==> src/rtl/gth_qpll0_reset_ctrl.sv <==
// QPLL0 reset/lock sequencer for the GTHE4 common block: reset pulse, lock wait with timeout/retry,
// stability qualification and automatic relock. Define QPLL_RELOCK_CNT_EN to build the relock counter.
module gth_qpll0_reset_ctrl #(
  parameter int RST_PULSE_CYC    = 64,
  parameter int LOCK_TIMEOUT_CYC = 262144,
  parameter int LOCK_STABLE_CYC  = 1024,
  parameter int MAX_RETRIES      = 3,
  parameter int RETRY_W          = 2
) (
  input  logic               init_clk,
  input  logic               reset,
  input  logic               restart,
  input  logic               qpll0lock_in,
  output logic               qpll0reset_out,
  output logic               qpll_ready,
  output logic               qpll_fail,
  output logic [RETRY_W-1:0] retry_cnt,
  output logic [2:0]         state_o,
  output logic [7:0]         relock_cnt
);

  localparam int MAX_AB  = (RST_PULSE_CYC > LOCK_TIMEOUT_CYC) ? RST_PULSE_CYC : LOCK_TIMEOUT_CYC;
  localparam int MAX_CYC = (MAX_AB > LOCK_STABLE_CYC) ? MAX_AB : LOCK_STABLE_CYC;
  localparam int TMR_W   = $clog2(MAX_CYC + 1);

  typedef enum logic [2:0] {
    ST_RESET      = 3'd0,
    ST_ASSERT_RST = 3'd1,
    ST_WAIT_LOCK  = 3'd2,
    ST_STABLE     = 3'd3,
    ST_DONE       = 3'd4,
    ST_FAIL       = 3'd5
  } state_t;

  state_t             r_state;
  state_t             w_state_next;
  logic [TMR_W-1:0]   r_timer;
  logic               w_timer_clr;
  logic               w_timer_run;
  logic [RETRY_W-1:0] r_retry;
  logic [RETRY_W-1:0] w_retry_next;
  logic [RETRY_W-1:0] w_retry_inc;
  logic               r_lock_meta;
  logic               r_lock_s;
  logic               r_reset_out;
  logic               r_ready;
  logic               r_fail;

  // qpll0lock_in is asynchronous to init_clk; only r_lock_s is used below
  always_ff @(posedge init_clk) begin
    if (reset) begin
      r_lock_meta <= 1'b0;
      r_lock_s    <= 1'b0;
    end else begin
      r_lock_meta <= qpll0lock_in;
      r_lock_s    <= r_lock_meta;
    end
  end

  assign w_retry_inc = r_retry + 1'b1;

  always_comb begin
    w_state_next = r_state;
    w_retry_next = r_retry;
    case (r_state)
      ST_RESET:      w_state_next = ST_ASSERT_RST;
      ST_ASSERT_RST: if (r_timer == TMR_W'(RST_PULSE_CYC - 1)) w_state_next = ST_WAIT_LOCK;
      ST_WAIT_LOCK: begin
        if (r_lock_s) begin
          w_state_next = ST_STABLE;
        end else if (r_timer == TMR_W'(LOCK_TIMEOUT_CYC - 1)) begin
          w_retry_next = w_retry_inc;
          w_state_next = (w_retry_inc == RETRY_W'(MAX_RETRIES)) ? ST_FAIL : ST_ASSERT_RST;
        end
      end
      ST_STABLE: begin
        if (!r_lock_s) begin
          w_state_next = ST_WAIT_LOCK;
        end else if (r_timer == TMR_W'(LOCK_STABLE_CYC - 1)) begin
          w_state_next = ST_DONE;
          w_retry_next = '0;
        end
      end
      ST_DONE:       if (!r_lock_s) w_state_next = ST_ASSERT_RST;
      ST_FAIL:       w_state_next = ST_FAIL;
      default:       w_state_next = ST_RESET;
    endcase
    if (restart) begin
      w_state_next = ST_ASSERT_RST;
      w_retry_next = '0;
    end
  end

  // Timer restarts on every state entry, including a restart that re-enters ASSERT_RST
  assign w_timer_clr = (w_state_next != r_state) || restart;
  assign w_timer_run = (r_state == ST_ASSERT_RST) || (r_state == ST_WAIT_LOCK) ||
                       (r_state == ST_STABLE);

  always_ff @(posedge init_clk) begin
    if (reset) begin
      r_state     <= ST_RESET;
      r_timer     <= '0;
      r_retry     <= '0;
      r_reset_out <= 1'b1;
      r_ready     <= 1'b0;
      r_fail      <= 1'b0;
    end else begin
      r_state <= w_state_next;
      r_retry <= w_retry_next;
      if (w_timer_clr) begin
        r_timer <= '0;
      end else if (w_timer_run) begin
        r_timer <= r_timer + 1'b1;
      end
      r_reset_out <= (w_state_next == ST_RESET) || (w_state_next == ST_ASSERT_RST) ||
                     (w_state_next == ST_FAIL);
      r_ready     <= (w_state_next == ST_DONE);
      r_fail      <= (w_state_next == ST_FAIL);
    end
  end

`ifdef QPLL_RELOCK_CNT_EN
  logic       w_relock_evt;
  logic [7:0] r_relock_cnt;

  assign w_relock_evt = (r_state == ST_DONE) && !r_lock_s;

  always_ff @(posedge init_clk) begin
    if (reset) begin
      r_relock_cnt <= 8'd0;
    end else if (w_relock_evt && (r_relock_cnt != 8'hFF)) begin
      r_relock_cnt <= r_relock_cnt + 8'd1;
    end
  end

  assign relock_cnt = r_relock_cnt;
`else
  assign relock_cnt = 8'd0;
`endif

  assign qpll0reset_out = r_reset_out;
  assign qpll_ready     = r_ready;
  assign qpll_fail      = r_fail;
  assign retry_cnt      = r_retry;
  assign state_o        = r_state;

endmodule

==> config.mk <==
export PLATFORM = sky130hd
export DESIGN_NAME = gth_qpll0_reset_ctrl
export DESIGN_NICKNAME = d
export VERILOG_FILES = /design/src/rtl/gth_qpll0_reset_ctrl.sv
export SDC_FILE = /design/constraint.sdc
export NUM_CORES = 1
export LEC_CHECK = 0
export BUFFER_PORTS_ARGS = -buffer_cell sky130_fd_sc_hd__buf_2
export CAP_MARGIN = 10
export CORE_ASPECT_RATIO = 0.7
export CORE_UTILIZATION = 50
export DETAILED_ROUTE_END_ITERATION = 16
export GPL_TIMING_DRIVEN = 0
export PLACE_DENSITY_LB_ADDON = 0.3
export SLEW_MARGIN = 10
export SYNTH_ARGS = -nofsm -noshare
export SYNTH_HDL_FRONTEND = slang
export SYNTH_SLANG_ARGS = --single-unit
==> constraint.sdc <==
create_clock -name init_clk -period 3.65 [get_ports init_clk]
set_clock_uncertainty 0.1 [all_clocks]
set_input_delay 0.73 -clock init_clk [delete_from_list [all_inputs] [get_ports init_clk]]
set_output_delay 0.73 -clock init_clk [all_outputs]
set_load 0.1 [all_outputs]
==> metrics.csv, run 1 <==
stage;metric;value;unit
placement;Port Buf Inserts;11;
hold_path;Hold Path Class;flip-flop to flip-flop;
yosys;dominant cell type by area after synthesis;dfxtp_1;
route;initial DRC count;93;
yosys;top cells by count, synth;dfxtp_1, nor3_1, nand2_1, xor2_1;
global_route;busiest layer in global routing;met1;
cells_and_area;Layout area overhead;12.84;%
route;Post-Route WL;3342;um
clock_tree;cts repair resizes;0;
sta;Final Max Slew Viols;0;
critical_path;Critical-path top delay cell;nor3_2;
cells_and_area;Design Area, Final;1837;um^2
clock_tree;clock tree buffer depth;2;
cells_and_area;Total Nets Final;209;
yosys;top cell type's share of synthesized area;35.66;%
route;DR pass1 iterations;4;
power_and_ir_drop;maximum VDD drop;0.2457;mV
run;maxcap violations;0;
critical_path;Req. time, crit path;3.75;ns
power_and_ir_drop;Lkg Pwr;0.6567;nW
yosys;top-count cell post-synth;dfxtp_1;
floorplan;Die H;49.74;um
cells_and_area;layout cells sized above 1;23.04;%
yosys;simple-gate share of the synthesized area;35.51;%
yosys;sequential cell area fraction in the yosys report;35.66;%
yosys;distinct cell type count after synthesis;43;
yosys;Post-Syn Area per Cell;9.145;um^2
critical_path;crit-path most repeated cell;clkbuf_1;
yosys;top_reg_cell synth;dfxtp_1;
critical_path;cells along the critical path;clkbuf_1 > o21ba_2 > clkbuf_1 > nand4_1 > nor3_2 > nand3_1 > xor2_1 > nor3_1;
yosys;Netlist Area Pre-Place;1628;um^2
placement;Placer Congestion;0.9528;
power_and_ir_drop;Pwr Density;352.2;nW/um^2
yosys;EDFF count, synth;0;
yosys;mux cell area share after synthesis;0.6149;%
yosys;Mapped Cells;178;
placement;dpl hpwl;2497;um
yosys;Yosys warning count;0;
yosys;synthesis-stage register bit count;29;
cells_and_area;Ant. Diodes;0;
sta;Worst-Margin Slew;0.5627;ns
critical_path;worst path bufs/invs;2;
critical_path;worst-path fanout max;9;
floorplan;chip width;70.20;um
floorplan;Ports;20;
sta;RSZ-0062 raised after global routing;no;
critical_path;Setup CP Type;flip-flop to flip-flop;
sta;crit share post-route;66.66;%
route;routed len/inst;13.93;um
yosys;post-synthesis xor/xnor area fraction;9.685;%
sta;endpoints failing hold;0;
critical_path;Top delay family on crit path;simple AND/OR/NAND/NOR gates;
global_route;met2 usage;30.45;%
placement;dpl cells;232;
cells_and_area;Layout Utilization;62.42;%
route;vias after detailed routing;1355;
clock_tree;clk_lat worst skew;0.28;ns
sta;Setup TNS;0;ns
clock_tree;Post-CTS Hold Buffers;0;
route;Residual DRC;0;
global_route;initial antenna violation count;0;
yosys;area share of fa/ha/maj cells after synthesis;1.537;%
floorplan;Die ar.;3492;um^2
floorplan;Starting Density;55.31;%
sta;Final Hold Slack;0.3413;ns
clock_tree;Sink Count;29;
global_route;Total GRT Usage;21.60;%
critical_path;CP Launch Type;flip-flop;
clock_tree;clk root buf;clkbuf_8;
global_route;met1 Use GR;30.90;%
clock_tree;clock slew at reported path FFs;0.06;ns
yosys;largest family of logic cells by synthesized area;simple AND/OR/NAND/NOR gates;
global_route;vias in the first global route;1229;
clock_tree;CTS tree;yes;
cells_and_area;Final Non-Filler Cells;240;
floorplan;Row Count;16;
placement;placed cell area;1754;um^2
global_route;first-pass GRT wire length;5844;um
sta;endpoints failing setup;0;
yosys;Synth area leaders;dfxtp_1, nor3_2, xor2_1, buf_4, nor3_1;
clock_tree;H-tree levels;2;
global_route;GR Layer Usage met3;7.566;%
sta;minimum clock period;2.433;ns
outcome;run status;finished, final reports clean;
clock_tree;total CTS buffers;5;
route;Vias per Instance;5.646;
route;Routed Antenna Nets;0;
sta;Slew headroom;62.20;%
critical_path;CP max stage delay;0.42;ns
floorplan;area of the core;2943;um^2
critical_path;Worst Setup End Kind;flip-flop;
global_route;largest net degree at the start of global routing;11;
yosys;Post-synth ARST share;0;%
clock_tree;Post-CTS Setup Bufs;0;
global_route;gr ovfl total;0;
yosys;Synth Area in Compound Gates;9.224;%
critical_path;critical path arrival;2.54;ns
sta;fmax;411.0;MHz
-- through the flow --
| stage | total power, W | setup slack, ns |
|---|---|---|
| after CTS | 0.0006505 | 1.231 |
| after global placement | 0.0004038 | 1.319 |
| after global routing | 0.0006744 | 0.9893 |
| after floorplan | 0.0003954 | 0.9828 |
| final | 0.0006468 | 1.217 |
| after detailed placement | 0.0004047 | 1.276 |
-- sequential cells by signal, indices dropped and copies added (netlist names) --
register        cells
r_lock_meta         1
qpll_ready          1
state_o             3
retry_cnt           2
qpll_fail           1
r_timer            19
r_lock_s            1
qpll0reset_out      1
-- cells in the final DEF (no fill, tap or decap), types with 5 or more instances in the layout --
cell type  count
buf_2         12
buf_4          9
clkbuf_1       5
clkbuf_8       5
conb_1         8
dfxtp_1       29
nand2_1       12
nand3_1       10
nand4_1        9
nor2_1        11
nor3_1        13
nor3_2        11
xnor2_1        6
xor2_1        12
-- routing by layer --
metal / vias to the layer above / share of wire, %
met5: - / 0
met4: 0 / 1.3
met3: 7 / 6.3
met2: 40 / 41
met1: 638 / 52
li1: 670 / -
-- worst paths after layout --
path / cells past startpoint / endpoint / from / slack (ns)
setup / recovery: 8 / r_timer[13]$_SDFFE_PP0P_ / state_o[1]$_SDFF_PP0_ / 1.22
hold / removal: 1 / r_lock_s$_SDFF_PP0_ / r_lock_meta$_SDFF_PP0_ / 0.34
setup reg to reg: 8 / r_timer[13]$_SDFFE_PP0P_ / state_o[1]$_SDFF_PP0_ / 1.22
hold reg to reg: 1 / r_lock_s$_SDFF_PP0_ / r_lock_meta$_SDFF_PP0_ / 0.34
-- kinds of logic after synthesis --
| family | Yosys count |
|---|---|
| buffers and inverters | 17 |
| adders and majority gates | 2 |
| xor gates and xnor gates | 18 |
| other | 1 |
| DFF | 29 |
| muxes | 1 |
| and+or+nand+nor | 92 |
| AOI/OAI and AO/OA | 18 |
-- worst register-to-register path, cell delays in order, from the launching register on --
cell      delay [ns]
dfxtp_1         0.33
clkbuf_1        0.29
o21ba_2         0.20
clkbuf_1        0.27
nand4_1         0.28
nor3_2          0.42
nand3_1         0.17
xor2_1          0.18
nor3_1          0.12
-- area by class of cell --
cell class | count | area (um^2)
clock inverters | 2 | 10.01
multi-input cells | 139 | 950.9
clock buffers | 6 | 72.57
flip-flops and latches | 29 | 580.6
repair buffers | 11 | 55.05
plain buffers | 16 | 118.9
inverters | 1 | 3.754
well taps | 36 | 45.04
fillers | 254 | 1106
-- power by group --
group | internal (W) | switching (W) | total [W]
Clock | 0.000132 | 0.000117 | 0.000248
Combinational | 0.0000175 | 0.0000603 | 0.0000778
Sequential | 0.000319 | 0.00000200 | 0.000321
Power figures use the tool's default switching activity.
==> inputs of run 2 (changes only) <==
clock period = 2.4 ns   (was 3.65 ns; I/O delays follow)
==> metrics.csv, run 2 (synthesized netlist as in run 1, its figures left out) <==
stage;metric;value;unit
sta;Final Max Slew Viols;0;
power_and_ir_drop;maximum VDD drop;0.3837;mV
clock_tree;Post-CTS Hold Buffers;0;
critical_path;Req. time, crit path;2.51;ns
clock_tree;clock slew at reported path FFs;0.06;ns
power_and_ir_drop;switch share;28.74;%
clock_tree;clk root buf;clkbuf_8;
floorplan;Starting Density;55.31;%
route;vias after detailed routing;1367;
hold_path;hold depth;2;
critical_path;Critical-path top delay cell;dfxtp_1;
global_route;initial antenna violation count;0;
clock_tree;Sink Count;29;
route;Vias per Instance;5.696;
global_route;gr ovfl total;0;
placement;Placer Congestion;0.9719;
critical_path;Worst R2R End;r_timer[4]$_SDFFE_PP0P_;
cells_and_area;Design Area, Final;1879;um^2
cells_and_area;layout cells sized above 1;28.43;%
power_and_ir_drop;cell internal pwr;0.0007102;W
critical_path;R2R Setup Slk;0.13;ns
floorplan;Die H;49.74;um
outcome;run status;finished, final reports clean;
route;Residual DRC;0;
power_and_ir_drop;Comb power frac;11.8;%
clock_tree;clock tree buffer depth;2;
cells_and_area;Ant. Diodes;0;
cells_and_area;Reg with most FFs;r_timer;
clock_tree;total CTS buffers;5;
sta;endpoints failing hold;0;
route;Post-Route WL;3540;um
power_and_ir_drop;sw power;0.0002865;W
clock_tree;H-tree levels;2;
cells_and_area;Layout area overhead;15.45;%
power_and_ir_drop;Overall Power;0.0009967;W
critical_path;Worst Setup End Kind;flip-flop;
power_and_ir_drop;clock network power share;39.3;%
power_and_ir_drop;Reg power frac;48.9;%
critical_path;Reg2Reg Depth;9;
placement;Port Buf Inserts;11;
floorplan;Ports;20;
cells_and_area;most frequent cells in the layout;dfxtp_1, buf_2, buf_4, xor2_1, nor3_1;
route;Routed Antenna Nets;0;
floorplan;chip width;70.20;um
sta;endpoints failing setup;0;
run;maxcap violations;0;
hold_path;min-delay src;qpll0lock_in;
critical_path;CP max stage delay;0.37;ns
global_route;largest net degree at the start of global routing;11;
cells_and_area;Layout Utilization;63.86;%
cells_and_area;Total Nets Final;209;
critical_path;cells along the critical path;ha_1 > and2_1 > nand2_2 > o41ai_4 > a31oi_1 > a31o_1 > buf_6 > buf_12 > nor3_2;
floorplan;Row Count;16;
route;routed len/inst;14.75;um
global_route;first-pass GRT wire length;6003;um
floorplan;Die ar.;3492;um^2
floorplan;area of the core;2943;um^2
sta;crit share post-route;94.78;%
sta;Worst-Margin Slew;0.5895;ns
power_and_ir_drop;Pwr Density;530.3;nW/um^2
route;initial DRC count;57;
placement;dpl hpwl;2567;um
hold_path;Hold EP;r_lock_meta$_SDFF_PP0_;
placement;placed cell area;1758;um^2
sta;Final Hold Slack;0.3140;ns
sta;Slew headroom;60.40;%
route;DR pass1 iterations;4;
hold_path;Hold Path Class;primary input to flip-flop;
critical_path;CP Launch Type;flip-flop;
critical_path;Setup CP Type;flip-flop to flip-flop;
sta;fmax;439.6;MHz
sta;minimum clock period;2.275;ns
cells_and_area;max reg flops;19;
critical_path;worst-path fanout max;10;
clock_tree;clk_lat worst skew;0.29;ns
cells_and_area;most common cell after layout, fill and taps aside;dfxtp_1;
clock_tree;CTS tree;yes;
critical_path;worst reg2reg path startpoint;r_timer[0]$_SDFFE_PP0P_;
critical_path;CP startpoint;r_timer[0]$_SDFFE_PP0P_;
global_route;Total GRT Usage;22.77;%
global_route;vias in the first global route;1236;
critical_path;critical path arrival;2.39;ns
power_and_ir_drop;Lkg Pwr;0.6859;nW
==> run 2: how the worst max path moves through the flow <==
stage,to,slack [ns],cells past startpoint
floorplan,r_timer[15]$_SDFFE_PP0P_,0.05,8
global placement,r_timer[15]$_SDFFE_PP0P_,0.08,8
detailed placement,r_timer[17]$_SDFFE_PP0P_,0.008,8
CTS,r_timer[4]$_SDFFE_PP0P_,0.008,8
global route,r_timer[1]$_SDFFE_PP0P_,-0.001,8
finish,r_timer[4]$_SDFFE_PP0P_,0.13,9
==> run 2: routing by layer <==
metal | up-vias | share of wire, % | routed length (um) | GRT usage, %
met5 | - | 0 | 0 | 0
met4 | 0 | 1.2 | 44 | 10.33
met3 | 5 | 5.6 | 198 | 6.135
met2 | 43 | 43 | 1509 | 32.69
met1 | 636 | 51 | 1789 | 31.77
li1 | 683 | - | - | -
==> run 2: cell type report <==
| cell class | instances | area [um^2] |
|---|---|---|
| fillers | 263 | 1064 |
| multi-input cells | 139 | 974.7 |
| flip-flops and latches | 29 | 584.3 |
| plain buffers | 13 | 107.6 |
| repair buffers | 14 | 77.57 |
| clock buffers | 5 | 68.82 |
| well taps | 36 | 45.04 |
| clock inverters | 3 | 17.52 |
| inverters | 1 | 3.754 |
==> run 2: worst max-delay path: cells and delay by family (launching register included) <==
family / cells / cell delay (ns)
AO/OA/AOI/OAI: 3 / 0.69
AND/OR/NAND/NOR: 3 / 0.55
flip-flops: 1 / 0.37
buffers and inverters: 2 / 0.30
adder cells (fa/ha/maj): 1 / 0.20
==> run 2: power by group through the flow <==
stage                     clock network, W   logic, W  registers, W
final                             0.000391   0.000118      0.000488
after detailed placement                 0   0.000118      0.000498
after CTS                         0.000398   0.000118      0.000487
after floorplan                          0  0.0000977      0.000504
after global placement                   0   0.000116      0.000498
after global routing              0.000427   0.000123      0.000487
==> run 2: through the flow <==
stage | TNS, ns | setup WS, ns | std cells
final | 0 | 0.1252 | 240
after global routing | -0.001047 | -0.001047 | 240
after CTS | 0 | 0.007587 | 240
after detailed placement | 0 | 0.007931 | 232
after global placement | 0 | 0.07500 | 232
after floorplan | 0 | 0.04837 | 185
==> run 2: repair_timing <==
action,4_1_cts,5_1_grt
setup endpoints to repair,3,15
endpoints found under the hold margin,0,0
pin swaps,0,2
setup buffers,0,3
gates resized for setup,1,4
cloned,0,0
